**src/rtl/window_sequencer.sv**
```systemverilog
// ---------------------------------------------------------------------------
// window_sequencer
//   Turns a raster-order pixel stream into a stream of 3x3 pixel windows.
//   Two IMG_W-byte line buffers hold the two previous rows. Each accepted
//   pixel shifts one column into a 3x3 register window. A window is emitted
//   once the bottom-right pixel sits at row >= 2 and col >= 2.
//
// Parameters
//   IMG_W, IMG_H : image width/height in pixels (3..1024 each)
//
// Ports
//   clk        : clock, rising edge
//   rst_n      : asynchronous active-low reset
//   in_valid   : in_data carries a pixel
//   in_data    : 8-bit pixel, raster order
//   in_ready   : pixel accepted this cycle when in_valid is also high
//   win_valid  : win_data carries a window
//   win_data   : 72-bit window, byte Bij at [8*(3i+j) +: 8]
//                (i = row, oldest first; j = column, leftmost first)
//   win_ready  : downstream consumes the window
//   frame_done : one-cycle pulse after the last pixel of a frame
//
// Configuration
//   WIN_STRIDE2_EN : when defined, emit only when (row-2) and (col-2) are
//                    both even (stride 2). Otherwise every position emits.
// ---------------------------------------------------------------------------
module window_sequencer #(
  parameter int IMG_W = 28,
  parameter int IMG_H = 28
) (
  input  logic        clk,
  input  logic        rst_n,
  input  logic        in_valid,
  input  logic [7:0]  in_data,
  output logic        in_ready,
  output logic        win_valid,
  output logic [71:0] win_data,
  input  logic        win_ready,
  output logic        frame_done
);

  localparam int CW = $clog2(IMG_W);
  localparam int RW = $clog2(IMG_H);
  localparam logic [CW-1:0] COL_LAST = CW'(IMG_W - 1);
  localparam logic [RW-1:0] ROW_LAST = RW'(IMG_H - 1);

  logic [CW-1:0] col_q, col_d;
  logic [RW-1:0] row_q, row_d;
  logic          win_valid_q, win_valid_d;
  logic          frame_done_q, frame_done_d;
  logic [7:0]    win_q [3][3];
  logic [7:0]    win_d [3][3];

  // Line buffers: lb1 holds row r-1, lb2 holds row r-2 at each column.
  logic [7:0]    lb1_mem [IMG_W];
  logic [7:0]    lb2_mem [IMG_W];
  logic [7:0]    lb1_rd, lb2_rd;

  logic          accept, consume, col_last, row_last, emit;

  // Only a held, unconsumed window can stall the input.
  assign in_ready = ~win_valid_q | win_ready;
  assign accept   = in_valid & in_ready;
  assign consume  = win_valid_q & win_ready;
  assign col_last = (col_q == COL_LAST);
  assign row_last = (row_q == ROW_LAST);
  assign lb1_rd   = lb1_mem[col_q];
  assign lb2_rd   = lb2_mem[col_q];

  // Rows 0 and 1 never emit, so stale line-buffer data from a previous
  // frame (or from before reset) can never reach an emitted window.
`ifdef WIN_STRIDE2_EN
  assign emit = (row_q >= RW'(2)) & (col_q >= CW'(2)) & ~row_q[0] & ~col_q[0];
`else
  assign emit = (row_q >= RW'(2)) & (col_q >= CW'(2));
`endif

  always_comb begin
    col_d        = col_q;
    row_d        = row_q;
    win_d        = win_q;
    win_valid_d  = win_valid_q;
    frame_done_d = 1'b0;
    if (accept) begin
      if (col_last) begin
        col_d = '0;
        row_d = row_last ? '0 : row_q + RW'(1);
      end else begin
        col_d = col_q + CW'(1);
      end
      // Shift left by one column; the new column enters at j = 2.
      for (int i = 0; i < 3; i++) begin
        win_d[i][0] = win_q[i][1];
        win_d[i][1] = win_q[i][2];
      end
      win_d[0][2]  = lb2_rd;
      win_d[1][2]  = lb1_rd;
      win_d[2][2]  = in_data;
      // An accept while valid implies a consume, so emit alone decides.
      win_valid_d  = emit;
      frame_done_d = col_last & row_last;
    end else if (consume) begin
      win_valid_d = 1'b0;
    end
  end

  always_ff @(posedge clk or negedge rst_n) begin
    if (!rst_n) begin
      col_q        <= '0;
      row_q        <= '0;
      win_valid_q  <= 1'b0;
      frame_done_q <= 1'b0;
      for (int i = 0; i < 3; i++) begin
        for (int j = 0; j < 3; j++) begin
          win_q[i][j] <= 8'h00;
        end
      end
    end else begin
      col_q        <= col_d;
      row_q        <= row_d;
      win_valid_q  <= win_valid_d;
      frame_done_q <= frame_done_d;
      win_q        <= win_d;
    end
  end

  // Line-buffer contents are don't-care after reset.
  always_ff @(posedge clk) begin
    if (accept) begin
      lb2_mem[col_q] <= lb1_rd;
      lb1_mem[col_q] <= in_data;
    end
  end

  for (genvar gi = 0; gi < 9; gi++) begin : g_pack
    assign win_data[8*gi +: 8] = win_q[gi / 3][gi % 3];
  end

  assign win_valid  = win_valid_q;
  assign frame_done = frame_done_q;

endmodule

```
**config.mk**
```make
export PLATFORM = sky130hd
export DESIGN_NAME = window_sequencer
export DESIGN_NICKNAME = d
export VERILOG_FILES = /design/src/rtl/window_sequencer.sv
export SDC_FILE = /design/constraint.sdc
export NUM_CORES = 1
export LEC_CHECK = 0
export ABC_AREA = 1
export CAP_MARGIN = 20
export CORE_MARGIN = 2
export CORE_UTILIZATION = 40
export DETAILED_ROUTE_END_ITERATION = 7
export SLEW_MARGIN = 25
export SYNTH_ARGS = -nofsm -noshare
export SYNTH_HDL_FRONTEND = slang
export SYNTH_SLANG_ARGS = --single-unit
```
**constraint.sdc**
```tcl
create_clock -name clk -period 4.2 [get_ports clk]
set_clock_uncertainty 0.05 [all_clocks]
set_input_delay 0.42 -clock clk [delete_from_list [all_inputs] [get_ports clk]]
set_output_delay 0.42 -clock clk [all_outputs]
set_load 0.1 [all_outputs]
```
Word level (Yosys, flattened, before mapping)
Memory sizes are Yosys's and may differ from the RTL's. A register that Yosys moved wholly into a read port is not among the register bits.
Cells that the tools add are included.
{"block": "word_totals", "output_inout_bits": 75, "reg_bits": 76, "mem_count": 2, "ramBits": 448, "in_bits": 12, "word_cells": 36}
{"name": "lb1_mem", "words": 28, "word_bits": 8, "read_ports": 1, "rd_clocked_by_memory_dff": 0, "write_ports": 1, "line": "55", "source": "logic [7:0] lb1_mem [IMG_W];"}
{"name": "lb2_mem", "words": 28, "word_bits": 8, "read_ports": 1, "rd_clocked_by_memory_dff": 1, "write_ports": 1, "line": "56", "source": "logic [7:0] lb2_mem [IMG_W];"}
{"block": "classes", "n_mux": 7, "n_reduce_logical": 3, "eq_ne": 2, "n_lt_le_gt_ge": 2, "n_addsub": 2, "bitwise_logic": 6}
{"op": "adder 5 x 1 -> 5 bit (second input constant)", "count": 2}
{"op": "== test 5 bit (second input constant)", "count": 2}
{"op": ">= comparator 5 x 2 -> 1 bit (second input constant)", "count": 2}
{"op": "two-way mux 5 bit", "count": 2}
{"op": "two-way mux 1 bit", "count": 5}
{"op": "bitwise AND 1 bit", "count": 4}
{"op": "AND reduction 2 bit", "count": 1}
{"op": "nonzero test 2 bit", "count": 1}
{"op": "logical NOT 1 bit", "count": 1}
{"op": "NOT 1 bit", "count": 1}
{"op": "bitwise OR 1 bit", "count": 1}

Logic depth before layout (Yosys ltp)
{"block": "depth", "depth_word": 5, "ltp_mapped": 14, "ltp_nobuf": 11}

Worst setup path after synthesis
OpenSTA, ideal clock, no wires.
{"block": "synth_timing", "path_kind": "register to register", "startpoint": "register win_valid_q, in the netlist win_valid", "endpoint": "memory lb1_mem[23][0], enable pin", "path_buffers": 2, "t_required_ns": 3.741, "path_slack_ns": 0.282, "path_stages_with_launch": 6, "setup_time_ns": 0.409, "synth_period_minus_slack_ns": 3.918, "t_arrival_ns": 3.459, "cell_sequence": "dfrtp_1 > nand2_1 > nand2_1 > clkbuf_1 > buf_2 > nor3_1"}
{"block": "synth_between", "elab_chain_len": 5}
{"item": "start, declared", "line": "49", "source": "logic win_valid_q, win_valid_d;"}
{"item": "start signal, assigned", "line": "121", "source": "win_valid_q <= win_valid_d;"}
{"item": "NOT 1 bit", "line": "62", "source": "assign in_ready = ~win_valid_q | win_ready;"}
{"item": "bitwise OR 1 bit", "line": "62"}
{"item": "named net in_ready", "line": "35", "source": "output logic in_ready,"}
{"item": "bitwise AND 1 bit", "line": "63", "source": "assign accept = in_valid & in_ready;"}
{"item": "two-way mux 1 bit", "line": "129", "source": "if (accept) begin"}
{"item": "two-way mux 1 bit (not written as such)", "line": "131", "source": "lb1_mem[col_q] <= in_data;"}
{"item": "end, declared", "line": "55"}
The timed path passes the listed nets, and every way through them passes these cells.

Final worst setup path
{"block": "layout_timing", "startpoint": "register col_q[0]", "endpoint": "memory lb2_mem[4][1], data pin"}
{"block": "layout_between", "elab_chain_len": 1}
{"item": "start, declared", "line": "47", "source": "logic [CW-1:0] col_q, col_d;"}
{"item": "start signal, assigned", "line": "119", "source": "col_q <= col_d;"}
{"item": "memory read (28 x 8 bit)"}
{"item": "named net lb1_rd[1]", "line": "57", "source": "logic [7:0] lb1_rd, lb2_rd;"}
{"item": "end, declared", "line": "56"}
The timed path passes the listed nets, and every way through them passes these cells.

==> results.tsv <==
stage	metric	value	unit
drt	drt_iter0_markers	1417	
clocking	numCtsBuffers	55	
grt	grt_max_degree	164	
worst_setup_path	end_kind	flip-flop	
floorplanning	placementRows	86	
worst_setup_path	rrSetupSlack	1.24	ns
grt	grt_use_total	19.5	%
synthesis	synth_cells	2212	
clocking	cts.htree.levels	2	
power_and_ir_drop	vdd_ir_drop_max	535	uV
synthesis	netlist.top_cell.by_area	edfxtp_1	
drt	remaining_drc_errors	0	
synthesis	synthesis.nets	2230	
synthesis	yosysTopAreaCellShare	59.8	%
grt	grt_pass1_vias	14700	
clocking	cts.sinks	532	
hold_path	min_from	in_data[5]	
place	dp.cells	3005	
timing	setup_viol	0	
place	port_buffers	86	
clocking	post-cts-setup-buffers	0	
synthesis	synth_seq_cells	532	
floorplanning	die_area	58100	um^2
worst_setup_path	r2r-start	col_q[0]$_DFFE_PN0P_	
power_and_ir_drop	power_density	778	nW/um^2
floorplanning	die_h	241	um
grt	grt_first_pass_wirelength	85900	um
timing	rsz0062_at_grt	no	
timing	min_period	2.96	ns
job	max_cap_viol_count	0	
clocking	tritoncts	built	
worst_setup_path	crit_start	col_q[0]$_DFFE_PN0P_	
worst_setup_path	worstPathArrival	3.01	ns
timing	setup_tns	0	ns
drt	wl	55700	um
hold_path	min_path_cells	3	
synthesis	yosysSeqAreaShare	69.2	%
worst_setup_path	worst-setup-path-type	reg2reg	
clocking	cts_resized	0	
drt	drtAntennaViolNets	0	
timing	hold_violations	0	
worst_setup_path	r2r_cells	8	
floorplanning	pin_count	87	
timing	slew_violations	0	
synthesis	synth.most_common_cell	nand2_1	
cells_and_area	drive_gt1_share	7.22	%
clocking	cts-root-buf	clkbuf_16	
synthesis	ys_warn_count	0	
cells_and_area	fillerInstances	5076	
synthesis	yosys-top-cells-area	edfxtp_1 60%, nand2_1 17%, dfrtp_1 9.3%	
floorplanning	coreArea	55300	um^2
power_and_ir_drop	p_total	0.0201	W
cells_and_area	final_nets	2333	
worst_setup_path	critPathMaxFanout	106	
place	place_area	24100	um^2
synthesis	ys_types	26	
synthesis	synthArstFlopShare	15.8	%
drt	first_pass_iters	6	
place	place_hpwl	32400	um
cells_and_area	fin_cells	3103	
drt	wl_per_cell	17.9	um
synthesis	synthFlopType	edfxtp_1	
place	globalplace.congestion	0.825	
grt	antenna_found_initial	0	
synthesis	synth.cell_area	22500	um^2
hold_path	hold_end	win_data[69]$_DFFE_PN0P_	
synthesis	avgSynthCellArea	10.2	um^2
run_status	status	finished, final reports clean	
worst_setup_path	cp-start-kind	flip-flop	
drt	num_vias	15000	
worst_setup_path	required	4.25	ns
floorplanning	die_w	241	um
floorplanning	start_util	40.7	%
timing	tightest_slew	1.10	ns
drt	avgViaCountPerCell	4.83	
timing	max_slew_margin	26.6	%
cells_and_area	area_growth	14.9	%
hold_path	hold_path.class	in2reg	
clocking	clock_path_buffers	3	
clocking	path_clk_slew	0.06	ns
clocking	worstSkewPairLatency	0.60	ns
grt	grt_remaining_overflow	0	
worst_setup_path	worst_r2r_endpoint	lb2_mem[4][1]$_DFFE_PP_	
synthesis	synth_edf_count	448	
synthesis	synthTopCellsByCount	1013 x nand2_1, 448 x edfxtp_1, 226 x inv_1, 129 x nand3_1, 103 x nor2_1	
timing	finalCritPeriodShare	70.4	%
cells_and_area	fin_util	46.7	%
power_and_ir_drop	total_leakage_power	11.2	nW
cells_and_area	design_area	25800	um^2
cells_and_area	antenna_cells	0	
timing	max_freq	338	MHz
clocking	cts_hold_buf	1	
[where the power goes]
group	leakage (nW)	internal [W]	switching, W
clock	0.836	0.00263	0.00197
combinational	5.24	0.00169	0.00625
sequential	5.09	0.00722	0.000351
total	11.2	0.0115	0.00857
[layout make-up]
type	count	area [um^2]	share of cell area, %
Clock inverter	19	118	0.455
Timing Repair Buffer	147	1310	5.08
Inverter	231	875	3.38
Tap cell	748	936	3.62
Multi-Input combinational cell	1348	5470	21.2
Clock buffer	78	1570	6.06
Sequential cell	532	15600	60.2
[metal layers]
metal  global-route usage (%)  up-vias  share of wire (%)
met2                     31.4      421                 48
met3                     2.97       92                5.7
met4                     7.35        0                3.1
met1                     26.7     7213                 44
li1                         -     7263                  -
met5                        0        -                  0
[worst max-delay path, cell delays in order, from the launching register on]
cell and delay, ns:
dfrtp_4 0.51, inv_6 0.60, nand2_1 0.11, nand3_1 0.11, nand2_1 0.06, nand2_1 0.16
nand2_1 0.07, nor2_1 0.17, nand3_2 0.59
[worst max-delay path by stage]
stage                                     to  slack [ns]  cells after the start
finish               lb2_mem[4][1]$_DFFE_PP_        1.24                      8
global route        lb2_mem[16][0]$_DFFE_PP_        1.04                      9
CTS                 lb2_mem[22][0]$_DFFE_PP_        1.21                      9
detailed placement   lb2_mem[9][0]$_DFFE_PP_        1.23                      9
global placement     lb2_mem[2][0]$_DFFE_PP_        1.30                      9
floorplan           lb1_mem[23][0]$_DFFE_PP_        0.28                      5
[sequential cells by signal, indices dropped and copies added, names as in the netlist]
| register | count |
|---|---|
| frame_done | 1 |
| lb2_mem | 224 |
| col_q | 5 |
| win_data | 72 |
| win_valid | 1 |
| lb1_mem | 224 |
| row_q | 5 |
[cell families after synthesis]
group | synth area share (%)
adders and majority gates | 0.334
buffers and inverters | 6.63
AOI/OAI and AO/OA | 1.59
DFF | 69.2
and+or+nand+nor | 22.3
[cell usage in the layout, fill, tap and decap left out, types with 9 or more instances in the layout]
| master | Yosys | final |
|---|---|---|
| nand2_1 | 1013 | 1012 |
| nor2_1 | 103 | 102 |
| clkinv_2 | 0 | 12 |
| inv_1 | 226 | 225 |
| dfrtp_1 | 84 | 82 |
| nand3_1 | 129 | 129 |
| clkdlybuf4s50_1 | 0 | 79 |
| o21ai_1 | 9 | 9 |
| edfxtp_1 | 448 | 448 |
| a21oi_1 | 20 | 20 |
| clkbuf_16 | 0 | 57 |
| clkbuf_1 | 18 | 15 |
| buf_4 | 15 | 59 |
| o21ai_0 | 41 | 41 |
[per-stage QoR]
stage / setup WS, ns / hold slack, ns
floorplan: 0.282 / 0.0744
global placement: 1.30 / 0.414
detailed placement: 1.23 / 0.414
CTS: 1.21 / 0.276
global route: 1.04 / 0.311
finish: 1.24 / 0.289
Note: power is estimated with default switching activity, not from simulation.
